$ cat config.mk
export PLATFORM = sky130hd
export DESIGN_NAME = uart_rx
export DESIGN_NICKNAME = d
export VERILOG_FILES = /design/src/rtl/uart_rx.sv
export SDC_FILE = /design/constraint.sdc
export NUM_CORES = 1
export LEC_CHECK = 0
export ABC_AREA = 1
export BUFFER_PORTS_ARGS = -buffer_cell sky130_fd_sc_hd__buf_4
export CAP_MARGIN = 10
export CORE_AREA = 2 2 86 88
export CTS_CLUSTER_SIZE = 10
export DETAILED_ROUTE_END_ITERATION = 10
export DIE_AREA = 0 0 88 90
export HOLD_SLACK_MARGIN = 0.03
export SLEW_MARGIN = 20
export SYNTH_ARGS = -nofsm -noshare
export SYNTH_HDL_FRONTEND = slang
export SYNTH_SLANG_ARGS = --single-unit
$ cat constraint.sdc
create_clock -name clk -period 1.8 [get_ports clk]
set_input_delay 0.36 -clock clk [delete_from_list [all_inputs] [get_ports clk]]
set_output_delay 0.36 -clock clk [all_outputs]
set_load 0.01 [all_outputs]
$ cat src/rtl/uart_rx.sv
// UART receiver: 8N1-style serial frames in, AXI4-Stream master out.
// Mid-bit sampling from a detected start edge; single-entry output register with overrun flag.
module uart_rx #(
    parameter int unsigned CLK_FREQ   = 50_000_000,
    parameter int unsigned BAUD_RATE  = 9600,
    parameter int unsigned DATA_WIDTH = 8
) (
    input  logic                  clk,
    input  logic                  rst,
    input  logic                  rx_wire,
    output logic [DATA_WIDTH-1:0] m_axis_tdata,
    output logic                  m_axis_tvalid,
    input  logic                  m_axis_tready,
    output logic                  frame_err,
    output logic                  overrun_err
);

    localparam int unsigned BitPeriod = CLK_FREQ / BAUD_RATE;
    localparam int unsigned Half      = BitPeriod / 2;
    localparam int unsigned CntW      = $clog2(BitPeriod);
    localparam int unsigned BitW      = $clog2(DATA_WIDTH) + 1;

    localparam logic [CntW-1:0] HalfLast = CntW'(Half - 1);
    localparam logic [CntW-1:0] BitLast  = CntW'(BitPeriod - 1);
    localparam logic [BitW-1:0] DataLast = BitW'(DATA_WIDTH - 1);

    typedef enum logic [1:0] {StIdle, StStart, StData, StStop} state_e;

    state_e                state_q, state_d;
    logic                  rx_meta_q, rx_s_q, rx_d_q;
    logic [CntW-1:0]       baud_cnt_q, baud_cnt_d;
    logic [BitW-1:0]       bit_cnt_q, bit_cnt_d;
    logic [DATA_WIDTH-1:0] shift_q, shift_d;
    logic [DATA_WIDTH-1:0] tdata_q, tdata_d;
    logic                  tvalid_q, tvalid_d;
    logic                  frame_err_q, frame_err_d;
    logic                  overrun_q, overrun_d;
    logic                  frame_ok;

    // Synchronizer plus one extra stage for falling-edge detection
    always_ff @(posedge clk or posedge rst) begin
        if (rst) begin
            rx_meta_q <= 1'b1;
            rx_s_q    <= 1'b1;
            rx_d_q    <= 1'b1;
        end else begin
            rx_meta_q <= rx_wire;
            rx_s_q    <= rx_meta_q;
            rx_d_q    <= rx_s_q;
        end
    end

    always_ff @(posedge clk or posedge rst) begin
        if (rst) begin
            state_q     <= StIdle;
            baud_cnt_q  <= '0;
            bit_cnt_q   <= '0;
            shift_q     <= '0;
            tdata_q     <= '0;
            tvalid_q    <= 1'b0;
            frame_err_q <= 1'b0;
            overrun_q   <= 1'b0;
        end else begin
            state_q     <= state_d;
            baud_cnt_q  <= baud_cnt_d;
            bit_cnt_q   <= bit_cnt_d;
            shift_q     <= shift_d;
            tdata_q     <= tdata_d;
            tvalid_q    <= tvalid_d;
            frame_err_q <= frame_err_d;
            overrun_q   <= overrun_d;
        end
    end

    always_comb begin
        state_d     = state_q;
        baud_cnt_d  = baud_cnt_q;
        bit_cnt_d   = bit_cnt_q;
        shift_d     = shift_q;
        frame_ok    = 1'b0;
        frame_err_d = 1'b0;

        unique case (state_q)
            StIdle: begin
                baud_cnt_d = '0;
                bit_cnt_d  = '0;
                // Edge, not level: a line held low (break) cannot retrigger
                if (rx_d_q && !rx_s_q) begin
                    state_d = StStart;
                end
            end
            StStart: begin
                if (baud_cnt_q == HalfLast) begin
                    baud_cnt_d = '0;
                    state_d    = rx_s_q ? StIdle : StData;
                end else begin
                    baud_cnt_d = baud_cnt_q + CntW'(1);
                end
            end
            StData: begin
                if (baud_cnt_q == BitLast) begin
                    baud_cnt_d = '0;
                    shift_d    = {rx_s_q, shift_q[DATA_WIDTH-1:1]};
                    bit_cnt_d  = bit_cnt_q + BitW'(1);
                    if (bit_cnt_q == DataLast) begin
                        state_d = StStop;
                    end
                end else begin
                    baud_cnt_d = baud_cnt_q + CntW'(1);
                end
            end
            StStop: begin
                if (baud_cnt_q == BitLast) begin
                    baud_cnt_d = '0;
                    state_d    = StIdle;
                    if (rx_s_q) begin
                        frame_ok = 1'b1;
                    end else begin
                        frame_err_d = 1'b1;
                    end
                end else begin
                    baud_cnt_d = baud_cnt_q + CntW'(1);
                end
            end
            default: state_d = StIdle;
        endcase
    end

    always_comb begin
        tdata_d   = tdata_q;
        tvalid_d  = tvalid_q;
        overrun_d = 1'b0;

        if (tvalid_q && m_axis_tready) begin
            tvalid_d = 1'b0;
        end
        // A consume in the completion cycle frees the slot for the new byte
        if (frame_ok) begin
            if (!tvalid_q || m_axis_tready) begin
                tdata_d  = shift_q;
                tvalid_d = 1'b1;
            end else begin
                overrun_d = 1'b1;
            end
        end
    end

    assign m_axis_tdata  = tdata_q;
    assign m_axis_tvalid = tvalid_q;
    assign frame_err     = frame_err_q;
    assign overrun_err   = overrun_q;

endmodule
==> results of run 1 <==
## state kept, by name (all words and copies together) (netlist names), named ones only
signal         count
baud_cnt_q        13
bit_cnt_q          4
frame_err          1
m_axis_tdata       8
m_axis_tvalid      1
overrun_err        1
rx_d_q             1
rx_meta_q          1
rx_s_q             1
shift_q            8
state_q            1
## cells by family (layout without fill, tap and decap cells)
family,Yosys count,in the layout,synth area share [%]
adder cells (fa/ha/maj),2,2,1.24
buffers and inverters,28,49,5.58
AND/OR/NAND/NOR,154,154,37.4
flip-flops,41,41,51.0
XOR/XNOR,3,3,1.30
AO/OA/AOI/OAI,14,14,3.47
## cell type report
class | instances | area [µm²]
Sequential cell | 41 | 1030
Tap cell | 99 | 124
Multi-Input combinational cell | 173 | 876
Clock inverter | 2 | 37.5
Timing Repair Buffer | 15 | 113
Clock buffer | 6 | 82.6
Fill cell | 728 | 4660
Inverter | 26 | 97.6
## power by group
| part | leakage (nW) | internal, mW | total [mW] | switching [mW] |
|---|---|---|---|---|
| logic | 0.568 | 0.0964 | 0.402 | 0.305 |
| clock network | 0.0574 | 0.451 | 0.772 | 0.321 |
| registers | 0.555 | 0.982 | 1.04 | 0.0614 |
## cells in the mapped netlist
| library cell | count | area [µm²] |
|---|---|---|
| ha_1 | 2 | 25.0 |
| clkinv_1 | 1 | 3.75 |
| nor3_4 | 1 | 16.3 |
| nand2_4 | 2 | 22.5 |
| o21ai_0 | 4 | 20.0 |
| buf_6 | 1 | 11.3 |
| nor2_2 | 1 | 6.26 |
| nand4_1 | 11 | 68.8 |
| clkbuf_1 | 1 | 3.75 |
| xor2_1 | 3 | 26.3 |
| nor2_1 | 29 | 109 |
| inv_2 | 7 | 26.3 |
| a21oi_1 | 1 | 5.00 |
| nor2_4 | 2 | 22.5 |
| nand4_4 | 1 | 21.3 |
| nand2_1 | 70 | 263 |
| inv_1 | 18 | 67.6 |
| dfrtp_1 | 38 | 951 |
| o21ai_1 | 9 | 45.0 |
| nand3_1 | 27 | 135 |
| dfstp_2 | 3 | 78.8 |
| nand2_2 | 2 | 12.5 |
| nor3_2 | 2 | 20.0 |
| nor2_8 | 1 | 20.0 |
| nor3_1 | 4 | 20.0 |
| nand3_4 | 1 | 17.5 |
## per-layer routing
layer  share of wire, %  vias to the layer above
met3                3.6                        6
li1                   -                      824
met2                 45                       26
met5                  0                        -
met4                1.9                        0
met1                 49                      724
## how the worst min path moves through the flow
stage | start | to
2_1_floorplan | rx_meta_q$_DFF_PP1_ | rx_s_q$_DFF_PP1_
3_3_place_gp | rx_meta_q$_DFF_PP1_ | rx_s_q$_DFF_PP1_
3_5_place_dp | rx_meta_q$_DFF_PP1_ | rx_s_q$_DFF_PP1_
4_1_cts | rx_wire | rx_meta_q$_DFF_PP1_
5_1_grt | rx_wire | rx_meta_q$_DFF_PP1_
6_report | rst | state_q[0]$_DFFE_PP0P_
## stage by stage
step / hold slack [ns] / setup WS, ns / util, %
5_1_grt: 0.162 / 0.0535 / 33.6
2_1_floorplan: 0.345 / 0.387 / -
3_3_place_gp: 0.346 / 0.264 / 31.9
3_5_place_dp: 0.347 / 0.228 / 31.9
6_report: 0.176 / 0.239 / 33.6
4_1_cts: 0.165 / 0.213 / 33.6
## layout by cell type, fill, tap and decap left out, types with 3 or more instances in the layout
master | synthesis | layout
clkbuf_8 | 0 | 6
nand4_1 | 11 | 11
buf_4 | 0 | 15
inv_2 | 7 | 7
o21ai_0 | 4 | 4
xor2_1 | 3 | 3
dfrtp_1 | 38 | 38
inv_1 | 18 | 18
dfstp_2 | 3 | 3
nand2_1 | 70 | 70
nor2_1 | 29 | 29
o21ai_1 | 9 | 9
nand3_1 | 27 | 27
nor3_1 | 4 | 4
## worst min-delay path, cell delays in order
cell	delay, ns
buf_4	0.11
inv_1	0.04
buf_4	0.42
==> run summary, run 1 <==
Of the cells placed in the final design, the portion with a size suffix greater than 1 is 17.5%. The kind of path behind the tightest hold check is in2async. The number of antenna violations at the first check in global routing was 0.

The worst-case IR drop observed on VDD is 0.316 mV. The completed layout was analyzed and its total power is 2.22 mW. The number of iterations in the first detailed-routing pass is 4. The worst register-to-register path has a setup slack of 0.24 ns. The tools report the total global routing overflow as 0. Counting buffers and inverters, the worst setup path is 8 cells deep.

The clock-pin slew of the registers on the worst-case setup and hold paths was 0.08 ns. In this run the worst setup path terminates at baud_cnt_q[10]$_DFF_PP0_. The worst register-to-register path begins at baud_cnt_q[0]$_DFF_PP0_.

The tools report the reg-to-reg endpoint as baud_cnt_q[10]$_DFF_PP0_. The final setup TNS was 0 ns. After clock tree synthesis, the repair step resized 0 gates.

Buffers added to address setup during post-CTS repair amount to 0. The count of final hold-check violations was 0; the number of buffers created by CTS was 5. The share of the clock period used by the worst path was 86.7%.

15 I/O pins were placed. The slowest stage of the critical path is the dfrtp_1 cell. In this design, the stage delay of the slowest critical-path cell is 0.37 ns. Setup violations remaining at the end of the flow were counted as 0. The routing layer with the top usage in global route is met2.

After floorplanning, the core was sized to cover 7020 µm². The buffer depth of the longest clock path was 2. The remaining design rule violation count was 0.

The number of register bits inferred by synthesis was 41; the number of distinct library cells after synthesis was 26. The tools report the number of standard cells in the layout, taps in and fillers out as 362. Synthesized net count: 248. Global routing used 1.65% of the available met3 tracks.

STA classifies the critical path startpoint as a flop. Routability-driven placement finished with a final weighted congestion of 0.818. Headroom to the max-slew limit came out at 66.2%.

The number of buffers inserted by port buffering works out to 14. The critical path goes through ha_1, nand2_1, nor2_1, nand3_1, nand2_1, nand2_2, inv_2, nor2_1. Setup repair after global routing left no endpoint under its margin. CTS placed an instance of clkbuf_8 at the clock tree root. The routed layout has 1580 vias. Summing the sequential cell areas from Yosys gives 51.0% of the chip area.

The antenna diode instance count is 0. For the total number of H-tree levels, the log shows 2. The warning count from the yosys run is 0, and the post-synth design cell area is 2020 µm². The critical path starts at baud_cnt_q[0]$_DFF_PP0_. By startpoint and endpoint, the worst setup path is classified as reg2reg.

For the worst setup path, the data required time is 1.98 ns. After detailed placement, the total cell area comes to 2240 µm². Entering global routing, the biggest net connects 42 pins.

From left edge to right edge, the die measures 88 µm. The global routing usage summed across all routing layers is 10.8%. The post-synthesis average cell area was 8.34 µm²; the path depth of the worst reg2reg path was 8. Arrival time of data at the critical path endpoint: 1.74 ns.

TritonCTS built the clock tree. After routing the design area is 2360 µm². STA classifies the critical path endpoint as a flop. From bottom edge to top edge, the die measures 90 µm.

The standby leakage power was 1.18 nW. The first global-routing pass estimated 6.84 mm of wire. For met1 alone, demand over resource in global routing was 15.1%. The tool flagged a number of max-cap violations equal to 0. The number of max-slew violations in the final report was 0; the number of global-route vias before repair was 1480.

The worst path in the final design needs a cycle of 1.56 ns, including I/O delays and setup. The buffer and inverter count on the worst path came out at 1. After detailed routing, the average wire length per cell comes to 10.5 µm. From synthesis to final layout, the design area changed by 16.9%.

The tools report the post-route clock skew as 0.00947 ns. The run finished with clean final reports. The tree built by TritonCTS fans out to 41 sinks. The die covers 7920 µm². Once the floorplan was initialized, standard cells occupied 28.7% of the core.

The run gives 2.79 mm as the HPWL after detailed placement. Global routing used 16.5% of the available met2 tracks. The run gives 3.82 mm as the wire length after detailed routing. For this block, the initial DRC count from the detailed router was 122. Dividing the detail-routed via count by the number of cells gives 4.36.

Synthesis produced 242 cells. For the fmax, the log shows 641 MHz. Once detail routing completed, the nets flagged for antenna violations numbered 0. The number of nets at the end of the flow came out at 268.

At the pin with the least slew margin, the transition time is 0.507 ns. The run gives 354 as the number of cells in the design after placement. The power per standard cell area is 939 nW/µm².

The hold buffer count at cts was 0. The run gives 0.29 ns as the clock latency on the worst-skew pair. The number of cell rows came out at 31. The kind of cell with the highest combined delay along the critical path is simple AND/OR/NAND/NOR gates. The maximum fanout along the worst path came out at 10.
(Power assumes the default switching activity.)
==> run 2: changes to the inputs <==
--- a/config.mk
+++ b/config.mk
@@ -5,13 +5,13 @@
 export SDC_FILE = /design/constraint.sdc
 export NUM_CORES = 1
 export LEC_CHECK = 0
-export ABC_AREA = 1
+export ABC_AREA = 0
 export BUFFER_PORTS_ARGS = -buffer_cell sky130_fd_sc_hd__buf_4
 export CAP_MARGIN = 10
-export CORE_AREA = 2 2 86 88
+export CORE_AREA = 2 2 82 84
 export CTS_CLUSTER_SIZE = 10
 export DETAILED_ROUTE_END_ITERATION = 10
-export DIE_AREA = 0 0 88 90
+export DIE_AREA = 0 0 84 86
 export HOLD_SLACK_MARGIN = 0.03
 export SLEW_MARGIN = 20
 export SYNTH_ARGS = -nofsm -noshare
==> run 2 against run 1 <==
Die area decreased by 8.8%; largest cell class unchanged; cell area decreased by 3.9%; via count decreased by 20%; routed wire length decreased by 12%; count of clock-buffer cells in the layout decreased by 1; power decreased by 6.0%; synthesized cell count decreased by 36%; register-to-register slack got worse by 0.17 ns.
==> run summary, run 2 <==
By area the synthesized netlist is led by dfrtp_1 52%, mux2_2 9.9%, dfstp_2 4.3%. In this run the worst path has a maximum fanout of 4. Highest-delay cell along the critical path: or4_1.

The horizontal die dimension was 84 µm. The minimum hold slack is 0.167 ns. The delay of the slowest critical-path stage works out to 0.55 ns.

The top cell types in the final layout, fill and taps aside, are 38 x dfrtp_1, 31 x buf_4, 17 x nor2_1. Global routing consumed, on the met1 layer, 13.3% of the routing resources. The warning count from the yosys run was 0. Number of global-route vias before repair: 1222.

Per-cell via count in the routed design: 4.73. After the first detailed-routing iteration, the DRC count stood at 104. At the worst endpoint, the arrival time is 1.91 ns. Number of register bits inferred by synthesis: 41. The flow ran to the end, and the final reports show no timing, DRC or antenna violations. For this configuration, the core starts out at a cell density of 29.1%. The global routing met2 resource utilization was 16.0%; the flip-flop count of the largest register, all copies and words added was 13. Of the post-synthesis cell area, the dominant cell type holds 52.1%. The core region is 6280 µm². The worst setup path is captured at a flop. The met3 usage in global routing is 2.31%, and the relative area change from synthesis to final layout is 24.3%. Excluding fillers, the count of instances in the completed layout stands at 266. The prevailing post-synth register cell was dfrtp_1.

The count of final hold-check violations is 0, and the remaining design rule violation count is 0. The buffer and inverter count on the worst path is 1. The start-to-end type of the worst setup path was reg2reg.

The tools report the standby leakage power as 1.06 nW. The antenna diode instance count was 0; the HPWL after detailed placement was 2.28 mm. The number of flops mapped to enable cells by yosys is 0, and the synthesized instance count is 154.

The synthesized netlist occupies a cell area of 1830 µm². The commonest cells after synthesis are 38 x dfrtp_1, 17 x nor2_1, 16 x mux2_2. The register ranked first by flip-flop count was baud_cnt_q. The number of distinct library cells after synthesis came out at 35. The logs give 0 for the number of max-slew violations in the final report and 194 for the number of nets at the end of the flow. The cell sitting at the root of the clock tree is a clkbuf_8. STA puts the critical path data required time at 1.97 ns. The number of clock buffers added by TritonCTS is 5.

The number of nets handed over by synthesis was 160. 15 I/O pins were placed. The number of antenna violations at the first check in global routing came out at 0. The clock latency on the worst-skew pair is 0.30 ns, and the buffer depth of the longest clock path is 2. Summed over all instances, the cell type with the most area after synthesis is dfrtp_1. The share of the clock period used by the worst path works out to 96.2%.

After global routing, the most crowded layer is met2. Number of iterations in the first detailed-routing pass: 4. The filler cells instantiated in the layout total 610. The number of placed instances, taps included, is 254. The floorplan step defined a die boundary enclosing 7220 µm². Cells with a size suffix above 1 make up 36.0% of the layout. Total global routing overflow: 0.

The fmax is 577 MHz. The min-delay analysis places its worst path in the category in2async. Walking the worst path, the cells encountered are ha_1, buf_4, and4bb_2, a31oi_1, or4_1. Summing all non-filler instances in the final layout gives an area of 2270 µm². After layout, the minimum clock period comes to 1.73 ns.

The die is 86 µm tall. The post-route clock skew was 0.00637 ns. The tools report the hold buffer count at cts as 0. Number of buffers inserted by port buffering: 14. TritonCTS built the clock tree. The clock sink count was 41; the sequential fraction of the synthesis area was 56.4%.

Across the run, the number of max-cap violations was 0. Setup violations remaining at the end of the flow were counted as 0. The tools report the global routing usage summed across all routing layers as 10.3%. The cell family contributing the most delay on the critical path was simple AND/OR/NAND/NOR gates. The detail-routed net length per standard cell was 12.6 µm; the power per standard cell area was 919 nW/µm².

For the weighted congestion at the end of routability-driven global placement, the log shows 0.829. The register-to-register setup slack came out at 0.07 ns. After clock tree synthesis, the clock-pin slew on the worst setup and hold paths is 0.08 ns. For the total vias in the final route, the log shows 1257. The count of nets left with antenna violations once routing finished came out at 0. The leading cell type in the layout, fill and taps excluded was dfrtp_1. By instance count, the leading cell after synthesis is dfrtp_1. In the synthesized netlist the async set-or-reset flop fraction comes to 100%. The first global-routing pass estimated 5.89 mm of wire. The multi-input combinational cells in the finished layout cover a total of 764 µm².

The area after detailed placement is 2100 µm². The wire length after detailed routing was 3.34 mm. The run gives 1030 µm² as the footprint of the flip-flops and latches.

IR analysis of the VDD net gives a maximum drop of 0.637 mV. Averaged over all synthesized cells, the footprint is 11.9 µm². Measured against its own limit, the worst slew margin works out to 66.2%. After floorplanning, the core was divided into 29 placement rows. In this run the number of H-tree levels came out at 2. The worst setup path is launched from a flop. The slew at the pin closest to its max-slew limit was 0.507 ns; the largest net degree at the start of global routing was 42.
==> run 2: cell types whose count changed after synthesis, sizes merged, moves of 3 or more <==
| cell | before | now |
|---|---|---|
| nand2 | 74 | 9 |
| inv | 25 | 5 |
| mux2 | 0 | 16 |
| nand3 | 28 | 12 |
| nor2 | 33 | 18 |
| o21ai | 13 | 0 |
| nand4 | 12 | 3 |
| xnor2 | 0 | 9 |
| and4bb | 0 | 3 |
| nor4b | 0 | 3 |
| o311ai | 0 | 3 |
==> run 2: final timing paths <==
kind,startpoint,to,depth (start not counted)
setup / recovery,baud_cnt_q[1]$_DFF_PP0_,state_q[0]$_DFFE_PP0P_,5
hold / removal,rst,m_axis_tdata[7]$_DFFE_PP0P_,3
setup reg to reg,baud_cnt_q[1]$_DFF_PP0_,state_q[0]$_DFFE_PP0P_,5
hold reg to reg,rx_meta_q$_DFF_PP1_,rx_s_q$_DFF_PP1_,0
max in group asynchronous,rst,rx_s_q$_DFF_PP1_,3
min in group clk,rx_wire,rx_meta_q$_DFF_PP1_,1
==> run 2: routing by layer <==
layer	routed length, µm	up-vias
li1	-	618
met1	1630	603
met2	1540	31
met3	104	5
met4	72	0
met5	0	-
==> run 2: cell type report <==
| type | instances | area share [%] |
|---|---|---|
| clock buffers | 5 | 3.03 |
| clock inverters | 3 | 2.04 |
| inverters | 5 | 0.827 |
| multi-input cells | 103 | 33.7 |
| flip-flops and latches | 41 | 45.4 |
| well taps | 77 | 4.25 |
| repair buffers | 32 | 10.8 |
==> run 2: metrics by stage <==
| stage | total power, mW | setup WS, ns | setup TNS, ns | util (%) |
|---|---|---|---|---|
| floorplan | 1.20 | 0.0874 | 0 | - |
| global placement | 1.31 | -0.00256 | -0.00256 | 33.5 |
| detailed placement | 1.31 | -0.0692 | -0.651 | 33.5 |
| CTS | 2.08 | 0.00324 | 0 | 35.5 |
| global route | 2.21 | -0.00645 | -0.0113 | 36.1 |
| finish | 2.08 | 0.0675 | 0 | 36.1 |
==> run 2: what timing repair did <==
item,in CTS,in global routing
endpoints found under the setup margin,19,23
pin swaps,1,2
setup buffers,0,4
resized for setup,2,2
==> run 2: cell families after synthesis <==
| family | Yosys count | synth area share (%) |
|---|---|---|
| buffers and inverters | 10 | 2.74 |
| flip-flops | 41 | 56.4 |
| AND/OR/NAND/NOR | 66 | 20.9 |
| XOR/XNOR | 11 | 5.28 |
| AO/OA/AOI/OAI | 8 | 3.43 |
| adder cells (fa/ha/maj) | 2 | 1.37 |
| multiplexers | 16 | 9.87 |
==> run 2: power by group <==
group          internal [mW]  switching [mW]  leakage (nW)
clock                  0.415           0.335        0.0543
sequential             0.983          0.0482         0.552
combinational          0.156           0.147         0.458
total                   1.55           0.531          1.06
==> run 2: worst reg2reg max path, stage by stage (launching register included) <==
cell and delay [ns]:
dfrtp_1 0.36, ha_1 0.18, buf_4 0.14, and4bb_2 0.25, a31oi_1 0.15, or4_1 0.55
